<file path="config.mk">
export PLATFORM = sky130hd
export DESIGN_NAME = ppu_vram_port_flat
export DESIGN_NICKNAME = d
export VERILOG_FILES = /design/src/rtl/ppu_vram_port_if.sv /design/src/rtl/ppu_vram_port.sv /design/src/flat_wrapper.sv
export SDC_FILE = /design/constraint.sdc
export NUM_CORES = 1
export LEC_CHECK = 0
export CORE_ASPECT_RATIO = 1.5
export CORE_MARGIN = 3
export CORE_UTILIZATION = 50
export DETAILED_ROUTE_END_ITERATION = 7
export PLACE_DENSITY = 0.83
export SLEW_MARGIN = 20
export SYNTH_ARGS = -nofsm -noshare
export SYNTH_HDL_FRONTEND = slang
export SYNTH_SLANG_ARGS = --single-unit
</file>
<file path="constraint.sdc">
create_clock -name clk -period 3.65 [get_ports clk]
set_input_delay 0.73 -clock clk [delete_from_list [all_inputs] [get_ports clk]]
set_output_delay 0.73 -clock clk [all_outputs]
set_load 0.01 [all_outputs]
</file>
<file path="src/rtl/ppu_vram_port_if.sv">
// Bus bundle between the CPU/render/memory side and the PPUADDR/PPUDATA access engine.
// The engine connects through the slave modport; the surrounding system uses master.
interface ppu_vram_port_if #(
  parameter int unsigned ADDR_W = 14
);
  // CPU register access
  logic              cpu_sel;
  logic [2:0]        cpu_reg;
  logic              cpu_rw;
  logic [7:0]        cpu_data_i;
  logic [7:0]        cpu_data_o;
  logic              inc32;
  // Render fetch
  logic              rend_req;
  logic [ADDR_W-1:0] rend_addr;
  logic              rend_valid;
  // Memory map port
  logic [ADDR_W-1:0] mem_addr;
  logic              mem_rw;
  logic [7:0]        mem_wdata;
  logic [7:0]        mem_data_i;
  // Palette RAM side port
  logic              pal_we;
  logic [4:0]        pal_addr;
  logic [7:0]        pal_wdata;
  logic [7:0]        pal_rdata;
  // Status
  logic              busy;
  logic              drop;

  modport slave (
    input  cpu_sel, cpu_reg, cpu_rw, cpu_data_i, inc32,
    input  rend_req, rend_addr,
    input  mem_data_i, pal_rdata,
    output cpu_data_o, rend_valid,
    output mem_addr, mem_rw, mem_wdata,
    output pal_we, pal_addr, pal_wdata,
    output busy, drop
  );

  modport master (
    output cpu_sel, cpu_reg, cpu_rw, cpu_data_i, inc32,
    output rend_req, rend_addr,
    output mem_data_i, pal_rdata,
    input  cpu_data_o, rend_valid,
    input  mem_addr, mem_rw, mem_wdata,
    input  pal_we, pal_addr, pal_wdata,
    input  busy, drop
  );
endinterface

</file>
<file path="src/rtl/ppu_vram_port.sv">
// PPUADDR/PPUDATA access engine: VRAM address/toggle registers, read buffer,
// single-slot CPU access queue arbitrated behind render fetches, and palette side port.
module ppu_vram_port #(
  parameter int unsigned ADDR_W   = 14,
  parameter logic [5:0]  PAL_PAGE = 6'h3F
) (
  input logic            clk,
  input logic            rst,
  ppu_vram_port_if.slave bus
);

  localparam int unsigned HiW = ADDR_W - 8;

  logic [ADDR_W-1:0] v_q, v_d;
  logic [ADDR_W-1:0] t_q, t_d;
  logic              w_q, w_d;
  logic              pend_q, pend_d;
  logic [ADDR_W-1:0] pend_addr_q, pend_addr_d;
  logic              pend_rw_q, pend_rw_d;
  logic [7:0]        pend_data_q, pend_data_d;
  logic [7:0]        rd_buf_q, rd_buf_d;
  logic [7:0]        cpu_data_q, cpu_data_d;
  logic              rd_ret_q, rd_ret_d;
  logic              rend_valid_q;

  logic              acc2_rd;
  logic              acc6_wr;
  logic              acc7;
  logic              acc7_ok;
  logic              is_pal;
  logic              issue_cpu;
  logic [ADDR_W-1:0] v_inc;
  logic [ADDR_W-1:0] nt_addr;

  // Access decode
  assign acc2_rd   = bus.cpu_sel && (bus.cpu_reg == 3'd2) && bus.cpu_rw;
  assign acc6_wr   = bus.cpu_sel && (bus.cpu_reg == 3'd6) && !bus.cpu_rw;
  assign acc7      = bus.cpu_sel && (bus.cpu_reg == 3'd7);
  assign acc7_ok   = acc7 && !pend_q;
  assign is_pal    = (v_q[ADDR_W-1:ADDR_W-6] == PAL_PAGE);
  assign issue_cpu = pend_q && !bus.rend_req;
  assign v_inc     = v_q + (bus.inc32 ? ADDR_W'(32) : ADDR_W'(1));
  // Palette reads refill the buffer from the nametable mirror underneath.
  assign nt_addr   = {2'b10, v_q[ADDR_W-3:0]};

  always_comb begin
    v_d         = v_q;
    t_d         = t_q;
    w_d         = w_q;
    pend_d      = pend_q;
    pend_addr_d = pend_addr_q;
    pend_rw_d   = pend_rw_q;
    pend_data_d = pend_data_q;
    rd_buf_d    = rd_buf_q;
    cpu_data_d  = cpu_data_q;
    rd_ret_d    = issue_cpu && pend_rw_q;

    if (rd_ret_q) begin
      rd_buf_d = bus.mem_data_i;
    end
    if (issue_cpu) begin
      pend_d = 1'b0;
    end

    if (acc2_rd) begin
      w_d = 1'b0;
    end

    if (acc6_wr) begin
      if (!w_q) begin
        t_d[ADDR_W-1:8] = bus.cpu_data_i[HiW-1:0];
        w_d             = 1'b1;
      end else begin
        t_d[7:0] = bus.cpu_data_i;
        v_d      = {t_q[ADDR_W-1:8], bus.cpu_data_i};
        w_d      = 1'b0;
      end
    end

    // Accepted only with an empty slot, so it never collides with issue_cpu.
    if (acc7_ok) begin
      v_d = v_inc;
      if (!bus.cpu_rw) begin
        if (!is_pal) begin
          pend_d      = 1'b1;
          pend_addr_d = v_q;
          pend_rw_d   = 1'b0;
          pend_data_d = bus.cpu_data_i;
        end
      end else begin
        pend_d    = 1'b1;
        pend_rw_d = 1'b1;
        if (is_pal) begin
          cpu_data_d  = bus.pal_rdata;
          pend_addr_d = nt_addr;
        end else begin
          cpu_data_d  = rd_buf_q;
          pend_addr_d = v_q;
        end
      end
    end
  end

  always_ff @(posedge clk or negedge rst) begin
    if (!rst) begin
      v_q          <= '0;
      t_q          <= '0;
      w_q          <= 1'b0;
      pend_q       <= 1'b0;
      pend_addr_q  <= '0;
      pend_rw_q    <= 1'b0;
      pend_data_q  <= '0;
      rd_buf_q     <= '0;
      cpu_data_q   <= '0;
      rd_ret_q     <= 1'b0;
      rend_valid_q <= 1'b0;
    end else begin
      v_q          <= v_d;
      t_q          <= t_d;
      w_q          <= w_d;
      pend_q       <= pend_d;
      pend_addr_q  <= pend_addr_d;
      pend_rw_q    <= pend_rw_d;
      pend_data_q  <= pend_data_d;
      rd_buf_q     <= rd_buf_d;
      cpu_data_q   <= cpu_data_d;
      rd_ret_q     <= rd_ret_d;
      rend_valid_q <= bus.rend_req;
    end
  end

  // Memory port: render first, then the queued CPU access, else idle read of v.
  always_comb begin
    bus.mem_addr  = v_q;
    bus.mem_rw    = 1'b1;
    bus.mem_wdata = pend_data_q;
    if (bus.rend_req) begin
      bus.mem_addr = bus.rend_addr;
    end else if (pend_q) begin
      bus.mem_addr = pend_addr_q;
      bus.mem_rw   = pend_rw_q;
    end
  end

  assign bus.pal_we     = rst && acc7_ok && !bus.cpu_rw && is_pal;
  assign bus.pal_addr   = v_q[4:0];
  assign bus.pal_wdata  = bus.cpu_data_i;
  assign bus.drop       = rst && acc7 && pend_q;
  assign bus.busy       = pend_q;
  assign bus.cpu_data_o = cpu_data_q;
  assign bus.rend_valid = rend_valid_q;

endmodule

</file>
<file path="src/flat_wrapper.sv">
// flat-port wrapper written by rule: the top's interface ports become plain ports
module ppu_vram_port_flat 
#(
  parameter int unsigned ADDR_W   = 14,
  parameter logic [5:0]  PAL_PAGE = 6'h3F
)
  (clk, rst, bus_cpu_sel, bus_cpu_reg, bus_cpu_rw, bus_cpu_data_i, bus_inc32, bus_rend_req, bus_rend_addr, bus_mem_data_i, bus_pal_rdata, bus_cpu_data_o, bus_rend_valid, bus_mem_addr, bus_mem_rw, bus_mem_wdata, bus_pal_we, bus_pal_addr, bus_pal_wdata, bus_busy, bus_drop);
  ppu_vram_port_if #(.ADDR_W(ADDR_W)) bus_i ();
  input logic clk;
  input logic rst;
  input wire logic [$bits(bus_i.cpu_sel)-1:0] bus_cpu_sel;
  input wire logic [$bits(bus_i.cpu_reg)-1:0] bus_cpu_reg;
  input wire logic [$bits(bus_i.cpu_rw)-1:0] bus_cpu_rw;
  input wire logic [$bits(bus_i.cpu_data_i)-1:0] bus_cpu_data_i;
  input wire logic [$bits(bus_i.inc32)-1:0] bus_inc32;
  input wire logic [$bits(bus_i.rend_req)-1:0] bus_rend_req;
  input wire logic [$bits(bus_i.rend_addr)-1:0] bus_rend_addr;
  input wire logic [$bits(bus_i.mem_data_i)-1:0] bus_mem_data_i;
  input wire logic [$bits(bus_i.pal_rdata)-1:0] bus_pal_rdata;
  output wire logic [$bits(bus_i.cpu_data_o)-1:0] bus_cpu_data_o;
  output wire logic [$bits(bus_i.rend_valid)-1:0] bus_rend_valid;
  output wire logic [$bits(bus_i.mem_addr)-1:0] bus_mem_addr;
  output wire logic [$bits(bus_i.mem_rw)-1:0] bus_mem_rw;
  output wire logic [$bits(bus_i.mem_wdata)-1:0] bus_mem_wdata;
  output wire logic [$bits(bus_i.pal_we)-1:0] bus_pal_we;
  output wire logic [$bits(bus_i.pal_addr)-1:0] bus_pal_addr;
  output wire logic [$bits(bus_i.pal_wdata)-1:0] bus_pal_wdata;
  output wire logic [$bits(bus_i.busy)-1:0] bus_busy;
  output wire logic [$bits(bus_i.drop)-1:0] bus_drop;
  assign bus_i.cpu_sel = bus_cpu_sel;
  assign bus_i.cpu_reg = bus_cpu_reg;
  assign bus_i.cpu_rw = bus_cpu_rw;
  assign bus_i.cpu_data_i = bus_cpu_data_i;
  assign bus_i.inc32 = bus_inc32;
  assign bus_i.rend_req = bus_rend_req;
  assign bus_i.rend_addr = bus_rend_addr;
  assign bus_i.mem_data_i = bus_mem_data_i;
  assign bus_i.pal_rdata = bus_pal_rdata;
  assign bus_cpu_data_o = bus_i.cpu_data_o;
  assign bus_rend_valid = bus_i.rend_valid;
  assign bus_mem_addr = bus_i.mem_addr;
  assign bus_mem_rw = bus_i.mem_rw;
  assign bus_mem_wdata = bus_i.mem_wdata;
  assign bus_pal_we = bus_i.pal_we;
  assign bus_pal_addr = bus_i.pal_addr;
  assign bus_pal_wdata = bus_i.pal_wdata;
  assign bus_busy = bus_i.busy;
  assign bus_drop = bus_i.drop;
  ppu_vram_port #(.ADDR_W(ADDR_W), .PAL_PAGE(PAL_PAGE)) u_core (.clk(clk), .rst(rst), .bus(bus_i));
endmodule
</file>
==> results of run 1 <==
power groups by stage:
stage / clock, mW / sequential (mW) / combinational [mW]
finish: 0.544 / 1.12 / 0.727
global route: 0.588 / 1.15 / 0.798
CTS: 0.556 / 1.11 / 0.739
detailed placement: 0 / 1.13 / 0.734
global placement: 0 / 1.11 / 0.707
floorplan: 0 / 1.08 / 0.424
stage by stage:
step           hold slack (ns)  area, sq um  cells  setup slack [ns]
2_1_floorplan            0.434         3230    294              1.04
6_report                 0.284         4310    454             0.434
4_1_cts                  0.275         4310    454             0.421
3_3_place_gp             0.461         4130    438             0.441
3_5_place_dp             0.470         4130    438             0.440
5_1_grt                  0.288         4310    454             0.299
layout by cell type, fill, tap and decap left out, drive strengths merged, types with 3 or more instances in the layout:
cell / netlist / routed
clkdlybuf4s50: 0 / 93
dfrtp: 63 / 63
mux2: 36 / 36
nand2: 35 / 35
o21ai: 26 / 26
mux2i: 24 / 24
clkbuf: 7 / 13
nand3: 8 / 8
buf: 24 / 8
nor2: 6 / 6
inv: 5 / 5
and3: 5 / 5
nand4: 4 / 4
a21oi: 4 / 4
nor3: 4 / 4
nor4: 3 / 3
or4: 3 / 3
and4: 3 / 3
o311ai: 3 / 3
ha: 3 / 3
worst min-delay path by stage:
stage / from / depth (start not counted) / slack (ns) / end
finish: rst / 1 / 0.28 / u_core.pend_addr_q[1]
global route: rst / 1 / 0.29 / u_core.pend_addr_q[1]
CTS: rst / 1 / 0.27 / u_core.pend_addr_q[2]
detailed placement: u_core.t_q[13] / 2 / 0.47 / u_core.v_q[13]
global placement: u_core.bus.cpu_data_o[4] / 2 / 0.46 / u_core.bus.cpu_data_o[4]
floorplan: rst / 0 / 0.43 / u_core.bus.busy
per-layer routing:
layer,GRT usage,up-vias
li1,-,1231
met3,0.0377,9
met5,0,-
met4,0.0941,0
met1,0.264,1262
met2,0.356,90
cell usage after synthesis, drive strengths merged:
cell    count
a32oi       1
a22oi       1
a31o        2
a221o       1
and3b       1
nand2      35
clkbuf      7
or4         3
a21o        1
xor2        1
nand4       4
or3b        2
o32ai       2
nand3       8
mux2       36
xnor2       1
a21oi       4
ha          3
a211oi      2
o311ai      3
nor3        4
dfrtp      63
nor4        3
mux2i      24
or2         1
a311oi      2
o211ai      2
a211o       1
buf        24
o31a        1
nor3b       1
and3        5
and4        3
o21ai      26
inv         5
nor2        6
a22o        1
a32o        1
nor4b       1
a31oi       1
or4b        1
area by class of cell:
| class | count | share of cell area |
|---|---|---|
| sequential | 63 | 0.366 |
| inverter | 5 | 0.00436 |
| clock buffer | 13 | 0.0369 |
| timing repair buffer | 101 | 0.230 |
| clock inverter | 3 | 0.00407 |
| multi-input combinational | 195 | 0.338 |
| tap | 74 | 0.0215 |
cells by family (layout without fill, tap and decap cells):
kind of cell / after synthesis / count (layout)
adders and majority gates: 3 / 3
muxes: 60 / 60
buffers and inverters: 36 / 122
xor gates and xnor gates: 2 / 2
DFF: 63 / 63
and+or+nand+nor: 78 / 78
AOI/OAI and AO/OA: 52 / 52
sequential cells by signal, indices dropped and copies added, names as in the netlist:
name and flops:
u_core.pend_addr_q 14, u_core.v_q 14, u_core.bus.cpu_data_o 8, u_core.bus.mem_wdata 8
u_core.rd_buf_q 8, u_core.t_q 6, u_core.bus.busy 1, u_core.bus.rend_valid 1
u_core.pend_rw_q 1, u_core.rd_ret_q 1, u_core.w_q 1
worst max-delay path, cell delays in order:
cell	delay, ns
clkdlybuf4s50_1	0.56
nand4_1	0.14
or2_0	0.24
nor4_1	0.23
clkdlybuf4s50_1	0.59
==> results_dict.tcl, run 1 <==
set metrics [dict create \
    globalRouteTotalUtil 0.213 \
    clkPwrFrac 0.228 \
    grt_max_degree 53 \
    hold_class "primary input to asynchronous set/reset pin" \
    cts-root-buf "clkbuf_8" \
    hold_viol_final 0 \
    vias 2592 \
    ioPinCount 95 \
    met3_length_microns 399 \
    wl_per_cell_microns 16.6 \
    synthCells 294 \
    leakagePower_nw 1.82 \
    htreeDepth 3 \
    end_kind "output port" \
    drt-vias-per-instance 5.71 \
    synth_top_area_frac 0.489 \
    grt_antenna_before_repair 0 \
    maxUsedRoutingLayer "met4" \
    crit_start "bus_cpu_reg[0]" \
    timing.rr.end "u_core.pend_addr_q[11]" \
    seqPwrFrac 0.468 \
    fill_cells 481 \
    fin_worst_skew_ns 0.00670 \
    yosysWarnings 0 \
    syn-num-nets 344 \
    syn_to_final_growth_pct 33.5 \
    synth-simple-area-share 0.128 \
    synth_top_family_by_area "multiplexers" \
    synth_xor_area_frac 0.00543 \
    synth_largest_area_cell "dfrtp_1" \
    first_pass_iters 4 \
    wl_met1_microns 3050 \
    crit_fanout 6 \
    drt_iter0_drc 107 \
    reg2reg_from "u_core.v_q[10]" \
    cts_hold_buf 0 \
    dieHeight_microns 104 \
    pwr-share-comb 0.304 \
    power.density_nw_per_um2 555 \
    final_layout_size_suffix_gt1_frac 0.168 \
    max_freq_mhz 311 \
    ant_nets 0 \
    grt_pass1_vias 2606 \
    die_w_microns 71.6 \
    totalWireLength_microns 7560 \
    cts_setup_buffers 0 \
    gp_congestion 0.827 \
    diodes 0 \
    worst_slew_pin_slew_ns 0.790 \
    swShare 0.314 \
    synth_area_per_cell_sq_um 11.0 \
    post_synth_mux_area_share 0.200 \
    min_period_ns 3.22 \
    drv_slew 0 \
    netlist_top_cells_area "dfrtp_1, mux2_2, mux2i_1" \
    crit_end "bus_pal_we" \
    yosysSeqAreaShare 0.489 \
    clkSinkCount 63 \
    nets 425 \
    setup_viol 0 \
    fp-row-count 35 \
    reg2reg_depth 4 \
    rsz0062_at_grt "false" \
    post_cts_resize_count 0 \
    arrival_ns 2.49 \
    startpoint_type "primary input" \
    dp_hpwl_microns 5650 \
    utilization 0.693 \
    intPower_mw 1.64 \
    cts_tree "built" \
    dr_wl_met2_microns 4010 \
    finalCritPeriodShare 0.881 \
    numCtsBuffers 9 \
    route.detailed.drc 0 \
    grt_first_pass_wirelength_microns 12600 \
    core-area_sq_um 6220 \
    clk_pin_slew_worst_paths_ns 0.07 \
    max-clock-path-buffers 2 \
    fp.dieArea_sq_um 7470 \
    slew_headroom 0.473 \
    synth-compound-area-share 0.105 \
    synth_cell_types 46 \
    status "complete, no violations" \
    fin_setup_tns_ns 0 \
    multi_input_area_sq_um 1450 \
    path_class "primary input to output port" \
    yosys.area_share.adder 0.0116 \
    numPortBuffers 94 \
    power_switching_uw 749 \
    ys_ff_latch 63 \
    seqCellArea_sq_um 1580 \
    r2r_slack_ns 1.52 \
    vdd_drop_max_mv 0.363 \
    cap_violations 0 \
    clk_latency_ns 0.34 \
    overflow 0 \
    post_synth_instance_area_sq_um 3230 \
    cp.required_ns 2.92 \
    start_util 0.519 \
    power_mw 2.39 \
]
Note: power is estimated with default switching activity, not from simulation.
==> inputs of run 2 (changes only) <==
--- a/config.mk
+++ b/config.mk
@@ -9,7 +9,8 @@
 export CORE_MARGIN = 3
 export CORE_UTILIZATION = 50
 export DETAILED_ROUTE_END_ITERATION = 7
-export PLACE_DENSITY = 0.83
+export DONT_BUFFER_PORTS = 1
+export PLACE_DENSITY = 0.64
 export SLEW_MARGIN = 20
 export SYNTH_ARGS = -nofsm -noshare
 export SYNTH_HDL_FRONTEND = slang
==> results_dict.tcl, run 2 (synthesis results as in run 1) <==
set metrics [dict create \
    r2r_slack_ns 1.54 \
    slew_headroom 0.486 \
    cts_tree "built" \
    reg2reg_from "u_core.v_q[10]" \
    grt_pass1_vias 2144 \
    totalWireLength_microns 6650 \
    first_pass_iters 4 \
    hold_viol_final 0 \
    fp-row-count 35 \
    cts-root-buf "clkbuf_8" \
    path_class "flip-flop to output port" \
    clk_latency_ns 0.34 \
    final_common_cell "dfrtp_1" \
    end_kind "output port" \
    max_freq_mhz 394 \
    fin_worst_skew_ns 0.00896 \
    grt_first_pass_wirelength_microns 10700 \
    final_cell_mix "dfrtp_1, nand2_1, mux2_2, o21ai_0, mux2i_1" \
    syn_to_final_growth_pct 4.69 \
    crit_fanout 15 \
    numPortBuffers 0 \
    startpoint_type "flip-flop" \
    fin_cells 357 \
    wl_per_cell_microns 18.6 \
    status "complete, no violations" \
    drt_iter0_drc 64 \
    cap_violations 0 \
    clk_pin_slew_worst_paths_ns 0.07 \
    min_period_ns 2.54 \
    drv_slew 0 \
    die_w_microns 71.6 \
    numCtsBuffers 9 \
    rsz0062_at_grt "false" \
    grt_max_degree 66 \
    worst_slew_pin_slew_ns 0.770 \
    gp_congestion 0.775 \
    start_util 0.519 \
    fp.dieArea_sq_um 7470 \
    dieHeight_microns 104 \
    power.density_nw_per_um2 653 \
    arrival_ns 1.81 \
    hold_class "primary input to asynchronous set/reset pin" \
    post_cts_resize_count 0 \
    cp.required_ns 2.92 \
    leakagePower_nw 1.46 \
    dp.cells 341 \
    top_regs "u_core.pend_addr_q (14), u_core.v_q (14)" \
    vias 2143 \
    finalCritPeriodShare 0.696 \
    dp_hpwl_microns 4870 \
    clkSinkCount 63 \
    globalRouteTotalUtil 0.184 \
    route.detailed.drc 0 \
    diodes 0 \
    cts_setup_buffers 0 \
    reg2reg_depth 4 \
    cts_hold_buf 0 \
    whs_ns 0.0858 \
    ant_nets 0 \
    drt-vias-per-instance 6.00 \
    fin_setup_tns_ns 0 \
    max-clock-path-buffers 2 \
    htreeDepth 3 \
    vdd_drop_max_mv 0.331 \
    nets 328 \
    core-area_sq_um 6220 \
    setup_viol 0 \
    grt_antenna_before_repair 0 \
    final_layout_size_suffix_gt1_frac 0.208 \
    timing.rr.end "u_core.pend_addr_q[3]" \
    overflow 0 \
    ioPinCount 95 \
]
==> run 2: layout make-up <==
| cell class | count | area, sq um |
|---|---|---|
| fillers | 530 | 2840 |
| repair buffers | 4 | 30.0 |
| clock buffers | 12 | 135 |
| multi-input cells | 195 | 1450 |
| clock inverters | 4 | 70.1 |
| inverters | 5 | 18.8 |
| well taps | 74 | 92.6 |
| flip-flops and latches | 63 | 1580 |
==> run 2: worst max-delay path by stage <==
stage	start	endpoint	cells past startpoint
3_3_place_gp	bus_cpu_reg[0]	bus_pal_we	3
4_1_cts	u_core.bus.busy	bus_mem_addr[12]	3
3_5_place_dp	bus_cpu_reg[0]	bus_pal_we	3
5_1_grt	u_core.bus.busy	bus_mem_addr[12]	3
6_report	u_core.bus.busy	bus_mem_addr[12]	3
2_1_floorplan	bus_cpu_reg[0]	bus_pal_we	5
==> run 2: worst max-delay path: stages (launching register included) <==
cell,delay [ns]
dfrtp_1,0.72
buf_4,0.31
mux2i_1,0.12
o21ai_0,0.32
==> run 2: where the power goes <==
part	switching [mW]	leakage, nW	internal (mW)
sequential	0.237	0.800	0.920
combinational	0.179	0.554	0.229
clock	0.258	0.104	0.383
total	0.674	1.46	1.53
==> run 2: metrics by stage <==
stage,area (sq um),setup WS [ns],power (mW),util
3_3_place_gp,3170,1.28,1.56,0.510
3_5_place_dp,3170,1.25,1.59,0.510
2_1_floorplan,3230,1.04,1.50,-
6_report,3380,1.11,2.21,0.543
5_1_grt,3380,0.939,2.35,0.543
4_1_cts,3380,1.07,2.23,0.543
==> run 2: metal layers <==
metal	global-route usage	up-vias	share of wire
met2	0.314	71	0.51
met1	0.209	1033	0.40
met4	0.0847	0	0.018
met3	0.0513	10	0.071
met5	0	-	0
li1	-	1029	-
==> inputs of run 3 (changes only) <==
--- a/config.mk
+++ b/config.mk
@@ -10,7 +10,7 @@
 export CORE_UTILIZATION = 50
 export DETAILED_ROUTE_END_ITERATION = 7
 export DONT_BUFFER_PORTS = 1
-export PLACE_DENSITY = 0.64
+export PLACE_DENSITY = 0.67
 export SLEW_MARGIN = 20
 export SYNTH_ARGS = -nofsm -noshare
 export SYNTH_HDL_FRONTEND = slang
==> constraint.sdc (replaced) <==
create_clock -name clk -period 2.25 [get_ports clk]
set_input_delay 0.45 -clock clk [delete_from_list [all_inputs] [get_ports clk]]
set_output_delay 0.45 -clock clk [all_outputs]
set_load 0.01 [all_outputs]
==> results_dict.tcl, run 3 (synthesis results as in run 1) <==
set metrics [dict create \
    cap_violations 0 \
    drt-vias-per-instance 6.01 \
    fin_worst_skew_ns 0.00470 \
    finish.instance_area_sq_um 3510 \
    power.density_nw_per_um2 1020 \
    clk_latency_ns 0.34 \
    final_layout_size_suffix_gt1_frac 0.254 \
    vias 2241 \
    dp.cells 355 \
    vdd_drop_max_mv 0.525 \
    gp_congestion 0.816 \
    critPathMaxStageDelay_ns 0.47 \
    critPathSlowestCell "dfrtp_1" \
    totalWireLength_microns 6900 \
    htreeDepth 3 \
    max_freq_mhz 486 \
    overflow 0 \
    dieHeight_microns 104 \
    nets 344 \
    drt_iter0_drc 89 \
    arrival_ns 1.61 \
    grt_first_pass_wirelength_microns 11500 \
    status "complete, no violations" \
    power_mw 3.59 \
    leakagePower_nw 1.54 \
    setup_viol 0 \
    dpl-instance-area_sq_um 3280 \
    core-area_sq_um 6220 \
    dp_hpwl_microns 5060 \
    worst_slew_pin_slew_ns 0.476 \
    end_kind "output port" \
    wl_per_cell_microns 18.5 \
    min_period_ns 2.06 \
    numPortBuffers 0 \
    ioPinCount 95 \
    clkSinkCount 63 \
    seqCellArea_sq_um 1580 \
    cp.required_ns 1.80 \
    numCtsBuffers 9 \
    fin_setup_tns_ns 0 \
    rsz0062_at_grt "false" \
    cts_tree "built" \
    finalCritPeriodShare 0.915 \
    final_common_cell "dfrtp_1" \
    path_class "flip-flop to output port" \
    cp_cell_sequence "or2_0 > nor4_1 > buf_4" \
    grt_antenna_before_repair 0 \
    drv_slew 0 \
    fp-row-count 35 \
    final_cell_mix "dfrtp_1, nand2_1, mux2_2, o21ai_0, mux2i_1" \
    cts-root-buf "clkbuf_8" \
    grt_max_degree 64 \
    first_pass_iters 4 \
    max-clock-path-buffers 2 \
    fp.dieArea_sq_um 7470 \
    die_w_microns 71.6 \
    hold_class "primary input to flip-flop" \
    whs_ns 0.134 \
    fill_cells 545 \
    crit_fanout 8 \
    start_util 0.519 \
    top_regs "u_core.pend_addr_q (14), u_core.v_q (14)" \
    grt_pass1_vias 2322 \
    fin_cells 373 \
    slew_headroom 0.681 \
    clk_pin_slew_worst_paths_ns 0.07 \
    syn_to_final_growth_pct 8.81 \
    globalRouteTotalUtil 0.198 \
    startpoint_type "flip-flop" \
    hold_viol_final 0 \
    multi_input_area_sq_um 1450 \
    ant_nets 0 \
    diodes 0 \
    route.detailed.drc 0 \
]
## run 3: changes by cell type in the layout (fill, tap and decap cells not counted), sizes merged
cell,change
buf,+15
bufinv,-2
clkbuf,+2
clkinv,-1
clkinvlp,+1
dlygate4sd3,+1
## run 3: per-layer routing
layer / GRT usage / vias up / share of wire
li1: - / 1059 / -
met1: 0.221 / 1085 / 0.38
met2: 0.332 / 87 / 0.52
met3: 0.0551 / 10 / 0.075
met4: 0.106 / 0 / 0.017
met5: 0 / - / 0
## run 3: metrics by stage
stage	util	setup slack [ns]
floorplan	-	0.203
global placement	0.527	0.369
detailed placement	0.527	0.340
CTS	0.564	0.163
global route	0.564	0.0207
finish	0.564	0.192
## run 3: critical path: cells and delay by family, from the launching register on
kind                   cells  cell delay, ns
buffers and inverters      1            0.17
AND/OR/NAND/NOR            2            0.62
flip-flops                 1            0.47
## run 3: path summary, 6_finish.rpt
kind                                 start  slack [ns]  cells after the start                     to
max in group asynchronous              rst        1.35                      2  u_core.pend_addr_q[7]
setup / recovery           u_core.bus.busy        0.19                      3             bus_pal_we
setup reg to reg             u_core.v_q[5]        0.40                      5          u_core.v_q[8]
hold / removal                bus_rend_req        0.13                      0  u_core.bus.rend_valid
min in group asynchronous              rst        0.64                      2  u_core.bus.rend_valid
hold reg to reg              u_core.t_q[8]        0.50                      2          u_core.v_q[8]
## run 3: cell type report
type                    instances  area share
well taps                      74      0.0264
multi-input cells             195       0.414
flip-flops and latches         63       0.449
repair buffers                 20      0.0492
clock buffers                  14      0.0520
clock inverters                 2     0.00357
inverters                       5     0.00535
## run 3: where the power goes
group	internal [mW]	total (mW)	leakage, nW	switching (mW)
clock network	0.519	0.945	0.0987	0.426
registers	1.49	1.82	0.800	0.329
logic	0.438	0.823	0.641	0.385
## run 3: what timing repair did
item                                   CTS  global route
gates resized for setup                  0             0
setup buffers                            0             0
endpoints found under the hold margin   63             0
hold buffers                             2             0
